### src/rtl/alu_operand_sequencer_if.sv
// Operand stream and result stream between the ALU sequencer and its
// neighbours. The slave side is the sequencer; the master side is the
// upstream producer / downstream consumer.
interface alu_operand_sequencer_if;
  logic       in_valid;
  logic       in_ready;
  logic [3:0] in_data;
  logic       res_valid;
  logic       res_ready;
  logic [3:0] res_y;
  logic [1:0] res_op;

  modport slave (
    input  in_valid, in_data, res_ready,
    output in_ready, res_valid, res_y, res_op
  );

  modport master (
    output in_valid, in_data, res_ready,
    input  in_ready, res_valid, res_y, res_op
  );
endinterface

### src/rtl/alu_operand_sequencer.sv
// Feeds a 4-bit combinational ALU one operand nibble at a time (A, B, S),
// waits a programmable settle time, captures Y and offers it downstream.
// One operation in flight at a time; flush aborts whatever is in progress.
module alu_operand_sequencer #(
  parameter int unsigned SETTLE_CYCLES = 1
) (
  input  logic                          clk,
  input  logic                          rst_n,
  input  logic                          flush,
  alu_operand_sequencer_if.slave        bus,
  output logic [3:0]                    alu_a,
  output logic [3:0]                    alu_b,
  output logic [1:0]                    alu_s,
  input  logic [3:0]                    alu_y,
  output logic                          busy,
  output logic [7:0]                    op_count
);

  typedef enum logic [2:0] {
    GET_A,
    GET_B,
    GET_S,
    EXEC,
    RESULT
  } state_t;

  localparam logic [3:0] SETTLE_LOAD = 4'(SETTLE_CYCLES);

  state_t     state_reg;
  state_t     state_next;
  logic       armed_reg;
  logic [3:0] alu_a_reg;
  logic [3:0] alu_b_reg;
  logic [1:0] alu_s_reg;
  logic [3:0] res_y_reg;
  logic [1:0] res_op_reg;
  logic       res_valid_reg;
  logic [7:0] op_count_reg;
  logic [3:0] settle_cnt_reg;

  logic       in_take;
  logic       res_take;
  logic       settle_done;

  // Ready is a pure decode of registered state, so no path from in_valid.
  assign bus.in_ready = armed_reg &&
                        ((state_reg == GET_A) || (state_reg == GET_B) || (state_reg == GET_S));
  assign in_take      = bus.in_valid && bus.in_ready;
  assign res_take     = res_valid_reg && bus.res_ready;
  assign settle_done  = (state_reg == EXEC) && (settle_cnt_reg == 4'd1);

  assign alu_a         = alu_a_reg;
  assign alu_b         = alu_b_reg;
  assign alu_s         = alu_s_reg;
  assign bus.res_valid = res_valid_reg;
  assign bus.res_y     = res_y_reg;
  assign bus.res_op    = res_op_reg;
  assign op_count      = op_count_reg;
  assign busy          = (state_reg == EXEC) || (state_reg == RESULT);

  // Next-state decode; flush overrides every handshake.
  always_comb begin
    state_next = state_reg;
    if (flush) begin
      state_next = GET_A;
    end else begin
      case (state_reg)
        GET_A:   if (in_take)     state_next = GET_B;
        GET_B:   if (in_take)     state_next = GET_S;
        GET_S:   if (in_take)     state_next = EXEC;
        EXEC:    if (settle_done) state_next = RESULT;
        RESULT:  if (res_take)    state_next = GET_A;
        default:                  state_next = GET_A;
      endcase
    end
  end

  // State register.
  always_ff @(posedge clk or negedge rst_n) begin
    if (!rst_n) state_reg <= GET_A;
    else        state_reg <= state_next;
  end

  // Arm flag: keeps in_ready low for the first cycle after reset release.
  always_ff @(posedge clk or negedge rst_n) begin
    if (!rst_n) armed_reg <= 1'b0;
    else        armed_reg <= 1'b1;
  end

  // Operand capture and settle counter; operands stay put through a flush.
  always_ff @(posedge clk or negedge rst_n) begin
    if (!rst_n) begin
      alu_a_reg      <= 4'd0;
      alu_b_reg      <= 4'd0;
      alu_s_reg      <= 2'd0;
      settle_cnt_reg <= 4'd0;
    end else if (!flush) begin
      case (state_reg)
        GET_A: if (in_take) alu_a_reg <= bus.in_data;
        GET_B: if (in_take) alu_b_reg <= bus.in_data;
        GET_S: begin
          if (in_take) begin
            alu_s_reg      <= bus.in_data[1:0];
            settle_cnt_reg <= SETTLE_LOAD;
          end
        end
        EXEC:    settle_cnt_reg <= settle_cnt_reg - 4'd1;
        default: ;
      endcase
    end
  end

  // Result capture, delivery handshake and completed-operation counter.
  always_ff @(posedge clk or negedge rst_n) begin
    if (!rst_n) begin
      res_y_reg     <= 4'd0;
      res_op_reg    <= 2'd0;
      res_valid_reg <= 1'b0;
      op_count_reg  <= 8'd0;
    end else if (flush) begin
      res_valid_reg <= 1'b0;
    end else if (settle_done) begin
      res_y_reg     <= alu_y;
      res_op_reg    <= alu_s_reg;
      res_valid_reg <= 1'b1;
    end else if ((state_reg == RESULT) && res_take) begin
      res_valid_reg <= 1'b0;
      op_count_reg  <= op_count_reg + 8'd1;
    end
  end

endmodule

### src/flat_wrapper.sv
// flat-port wrapper written by rule: the top's interface ports become plain ports
module alu_operand_sequencer_flat 
#(
  parameter int unsigned SETTLE_CYCLES = 1
)
  (clk, rst_n, flush, alu_a, alu_b, alu_s, alu_y, busy, op_count, bus_in_valid, bus_in_data, bus_res_ready, bus_in_ready, bus_res_valid, bus_res_y, bus_res_op);
  alu_operand_sequencer_if bus_i ();
  input  logic clk;
  input  logic rst_n;
  input  logic flush;
  output logic [3:0] alu_a;
  output logic [3:0] alu_b;
  output logic [1:0] alu_s;
  input  logic [3:0] alu_y;
  output logic busy;
  output logic [7:0] op_count;
  input wire logic [$bits(bus_i.in_valid)-1:0] bus_in_valid;
  input wire logic [$bits(bus_i.in_data)-1:0] bus_in_data;
  input wire logic [$bits(bus_i.res_ready)-1:0] bus_res_ready;
  output wire logic [$bits(bus_i.in_ready)-1:0] bus_in_ready;
  output wire logic [$bits(bus_i.res_valid)-1:0] bus_res_valid;
  output wire logic [$bits(bus_i.res_y)-1:0] bus_res_y;
  output wire logic [$bits(bus_i.res_op)-1:0] bus_res_op;
  assign bus_i.in_valid = bus_in_valid;
  assign bus_i.in_data = bus_in_data;
  assign bus_i.res_ready = bus_res_ready;
  assign bus_in_ready = bus_i.in_ready;
  assign bus_res_valid = bus_i.res_valid;
  assign bus_res_y = bus_i.res_y;
  assign bus_res_op = bus_i.res_op;
  alu_operand_sequencer #(.SETTLE_CYCLES(SETTLE_CYCLES)) u_core (.clk(clk), .rst_n(rst_n), .flush(flush), .bus(bus_i), .alu_a(alu_a), .alu_b(alu_b), .alu_s(alu_s), .alu_y(alu_y), .busy(busy), .op_count(op_count));
endmodule
### config.mk
export PLATFORM = sky130hd
export DESIGN_NAME = alu_operand_sequencer_flat
export DESIGN_NICKNAME = d
export VERILOG_FILES = /design/src/rtl/alu_operand_sequencer_if.sv /design/src/rtl/alu_operand_sequencer.sv /design/src/flat_wrapper.sv
export SDC_FILE = /design/constraint.sdc
export NUM_CORES = 1
export LEC_CHECK = 0
export ABC_AREA = 1
export BUFFER_PORTS_ARGS = -buffer_cell sky130_fd_sc_hd__buf_2
export CAP_MARGIN = 20
export CORE_ASPECT_RATIO = 0.5
export CORE_MARGIN = 2
export CORE_UTILIZATION = 40
export CTS_CLUSTER_SIZE = 20
export DETAILED_ROUTE_END_ITERATION = 6
export GPL_TIMING_DRIVEN = 0
export PLACE_DENSITY_LB_ADDON = 0.2
export SYNTH_ARGS = -nofsm -noshare
export SYNTH_HDL_FRONTEND = slang
export SYNTH_SLANG_ARGS = --single-unit
### constraint.sdc
create_clock -name clk -period 1.45 [get_ports clk]
set_clock_uncertainty 0.15 [all_clocks]
set_input_delay 0.145 -clock clk [delete_from_list [all_inputs] [get_ports clk]]
set_output_delay 0.145 -clock clk [all_outputs]
set_load 0.005 [all_outputs]
==> summary.md <==
| Metric | Value |
|---|---|
| Status | `finished, violations left` |
| Violated checks | `setup timing` |
| GR Util All Layers | `0.165` |
| Post-layout util | `0.571` |
| DRC Markers | `0` |
| N_diodes | `0` |
| Met3 WL | `185 um` |
| Post-Route M1 WL | `1710 um` |
| Worst Hold Launch | `bus_res_ready` |
| Tmin final | `1.47 ns` |
| Top sig layer | `met4` |
| Async S/R FF share, synth | `1.00` |
| Crit Path Class | `flip-flop to primary output` |
| Peak Freq | `0.683 GHz` |
| Num CTS Buffers | `5` |
| CTS tree | `yes` |
| RD Place Congestion | `0.825` |
| First-pass GRT wire length | `5840 um` |
| Post-route antenna net violation count | `0` |
| Peak VDD IR | `0.000678 V` |
| Flip-flop count of the largest register after layout | `8` |
| Final Non-Filler Cells | `321` |
| # setup viols final | `3` |
| Die Span Y | `49.3 um` |
| Fin Setup TNS | `-0.0311 ns` |
| Post-Syn Nets | `221` |
| Prevailing post-synth register cell | `dfrtp_1` |
| Final instance area | `2240 um2` |
| Post-synth EDFFs | `0` |
| Crit Path Max Fanout | `6` |
| Crit path required time | `1.15 ns` |
| Rows | `16` |
| Seq/Total Area, Yosys | `0.503` |
| Initial Utilization | `0.418` |
| RSZ-0062 raised after global routing | `true` |
| Area grow syn2layout | `36.6%` |
| Drt pass-1 iters | `4` |
| Initial antenna violation count | `0` |
| WL met2 | `1700 um` |
| Top cells by area, synth | `dfrtp_1, nand2_1, inv_1` |
| Root Driver | `clkbuf_8` |
| H-tree depth | `2` |
| Clk slew on worst S/H paths | `0.06 ns` |
| Final hold vios | `0` |
| Die area | `4660 um2` |
| Data arrival, critical path | `1.17 ns` |
| Area after DPL | `1900 um2` |
| Mapped cell area | `1640 um2` |
| Min-delay worst type | `input port to flip-flop` |
| Measured slew at the worst slew-check pin | `0.737 ns` |
| Setup crit end kind | `primary output` |
| Fin nets | `283` |
| Synth top area share | `0.503` |
| GRT overflow | `0` |
| Via density | `4.67` |
| Ratio of cells with drive above 1 in the final layout | `0.333` |
| Clock tree buffer depth | `2` |
| Pwr Density | `1410 nW/um2` |
| Period utilization | `1.01` |
| Synth Warn # | `0` |
| Core area | `3920 um2` |
| Clk sinks | `33` |
| Cells after Synth | `205` |
| Max_slew headroom | `0.509` |
| CP startpoint kind | `flip-flop` |
| Yosys top cell by area | `dfrtp_1` |
| Wirelength per Cell | `11.5 um` |
| Worst setup startpoint | `u_core.state_reg[2]$_DFFE_PN0P_` |
| Die X-Extent | `94.6 um` |
| Drt total wl | `3690 um` |
| Worst r2r src | `u_core.state_reg[2]$_DFFE_PN0P_` |
| LEAKAGE | `1.22 nW` |
| Maxcap violations | `0` |
| Post-DP HPWL | `2490 um` |
| FF+latch count, synth | `33` |
| PortBufs | `39` |
| Syn Area/Cell | `8.00 um2` |
| Final Max Slew Viols | `0` |
| Starting DRT DRC Count | `61` |
| Cell Count Post-Placement | `298` |
| Distinct cells, synth | `26` |
| Top-level I/O count | `40` |
| WHS | `0.0911 ns` |
| Via count | `1498` |
| Setup slack after layout | `-0.0151 ns` |
| Number of global-route vias before repair | `1325` |
| Clock Latency Late Sink | `0.28 ns` |
| Largest net degree at the start of global routing | `34` |
kinds of logic (layout without fill, tap and decap cells):
logic type / Yosys count / count (layout) / synth area share
compound gates: 19 / 19 / 0.0603
buf+inv: 24 / 86 / 0.0648
other cells: 1 / 1 / 0.00229
flops: 33 / 33 / 0.503
fa+ha+maj: 3 / 3 / 0.0229
xor+xnor: 4 / 4 / 0.0214
simple gates: 121 / 121 / 0.325
synth_stat cells (2+ instances only):
master,count
o21ai_0,13
nor2_2,4
nand4_1,3
nor2_1,8
o21ai_1,4
nand2_1,83
xor2_1,3
nor3_1,2
buf_6,2
nand3_1,13
nand3_2,2
ha_1,3
dfrtp_1,33
inv_1,19
inv_2,2
layout by cell type (no fill, tap or decap), types with 3 or more instances in the layout:
cell / instances
inv_1: 15
buf_4: 6
dfrtp_2: 3
nand2_2: 8
dfrtp_1: 30
clkbuf_8: 6
xor2_1: 3
nand4_1: 3
dlygate4sd3_1: 9
o21ai_1: 8
nor2_4: 5
inv_2: 6
nand2_1: 75
buf_2: 39
nor2_1: 6
o21ai_0: 9
nand3_1: 11
through the flow:
stage	worst slack, ns	power [mW]
5_1_grt	-0.0771	3.41
3_5_place_dp	-0.0121	2.31
3_3_place_gp	-0.00986	2.28
4_1_cts	-0.00407	3.05
2_1_floorplan	0.110	1.93
6_report	-0.0151	3.15
metal layers:
layer  vias to the layer above  GRT usage
met5                         -          0
met4                         0     0.0652
met3                        12     0.0526
met2                        34      0.261
met1                       685      0.210
li1                        767          -
what timing repair did:
item | 4_1_cts | 5_1_grt
endpoints found under the setup margin | 11 | 33
resized for setup | 4 | 30
setup buffers | 0 | 7
hold endpoints to repair | 47 | 0
hold buffers | 9 | 0
pin swaps | 1 | 7
power by group:
group	leakage (nW)	internal, mW	switching (mW)
Clock	0.0443	0.376	0.316
Sequential	0.412	1.19	0.205
Combinational	0.767	0.453	0.610
Total	1.22	2.02	1.13
worst max-delay path: stages (launching register included):
cell	delay [ns]
dfrtp_2	0.49
a21oi_4	0.18
nand2_1	0.07
inv_1	0.05
buf_2	0.10
path summary, 6_finish.rpt:
check / end / slack, ns / cells after the start
worst min register to register: u_core.bus.res_y[1]$_DFFE_PN0P_ / 0.32 / 2
min in group asynchronous: u_core.alu_b[2]$_DFFE_PN0P_ / 0.31 / 2
max in group asynchronous: u_core.state_reg[2]$_DFFE_PN0P_ / 0.32 / 2
worst min-delay path: u_core.state_reg[2]$_DFFE_PN0P_ / 0.09 / 4
worst max register to register: u_core.alu_a[2]$_DFFE_PN0P_ / -0.02 / 5
worst max-delay path: bus_in_ready / -0.02 / 4
area by class of cell:
class | count | area [um2]
Timing Repair Buffer | 55 | 350
Tap cell | 54 | 67.6
Inverter | 22 | 85.1
Sequential cell | 33 | 830
Buffer | 2 | 22.5
Clock buffer | 7 | 86.3
Fill cell | 369 | 1680
Multi-Input combinational cell | 148 | 800
Note: power is estimated with default switching activity, not from simulation.
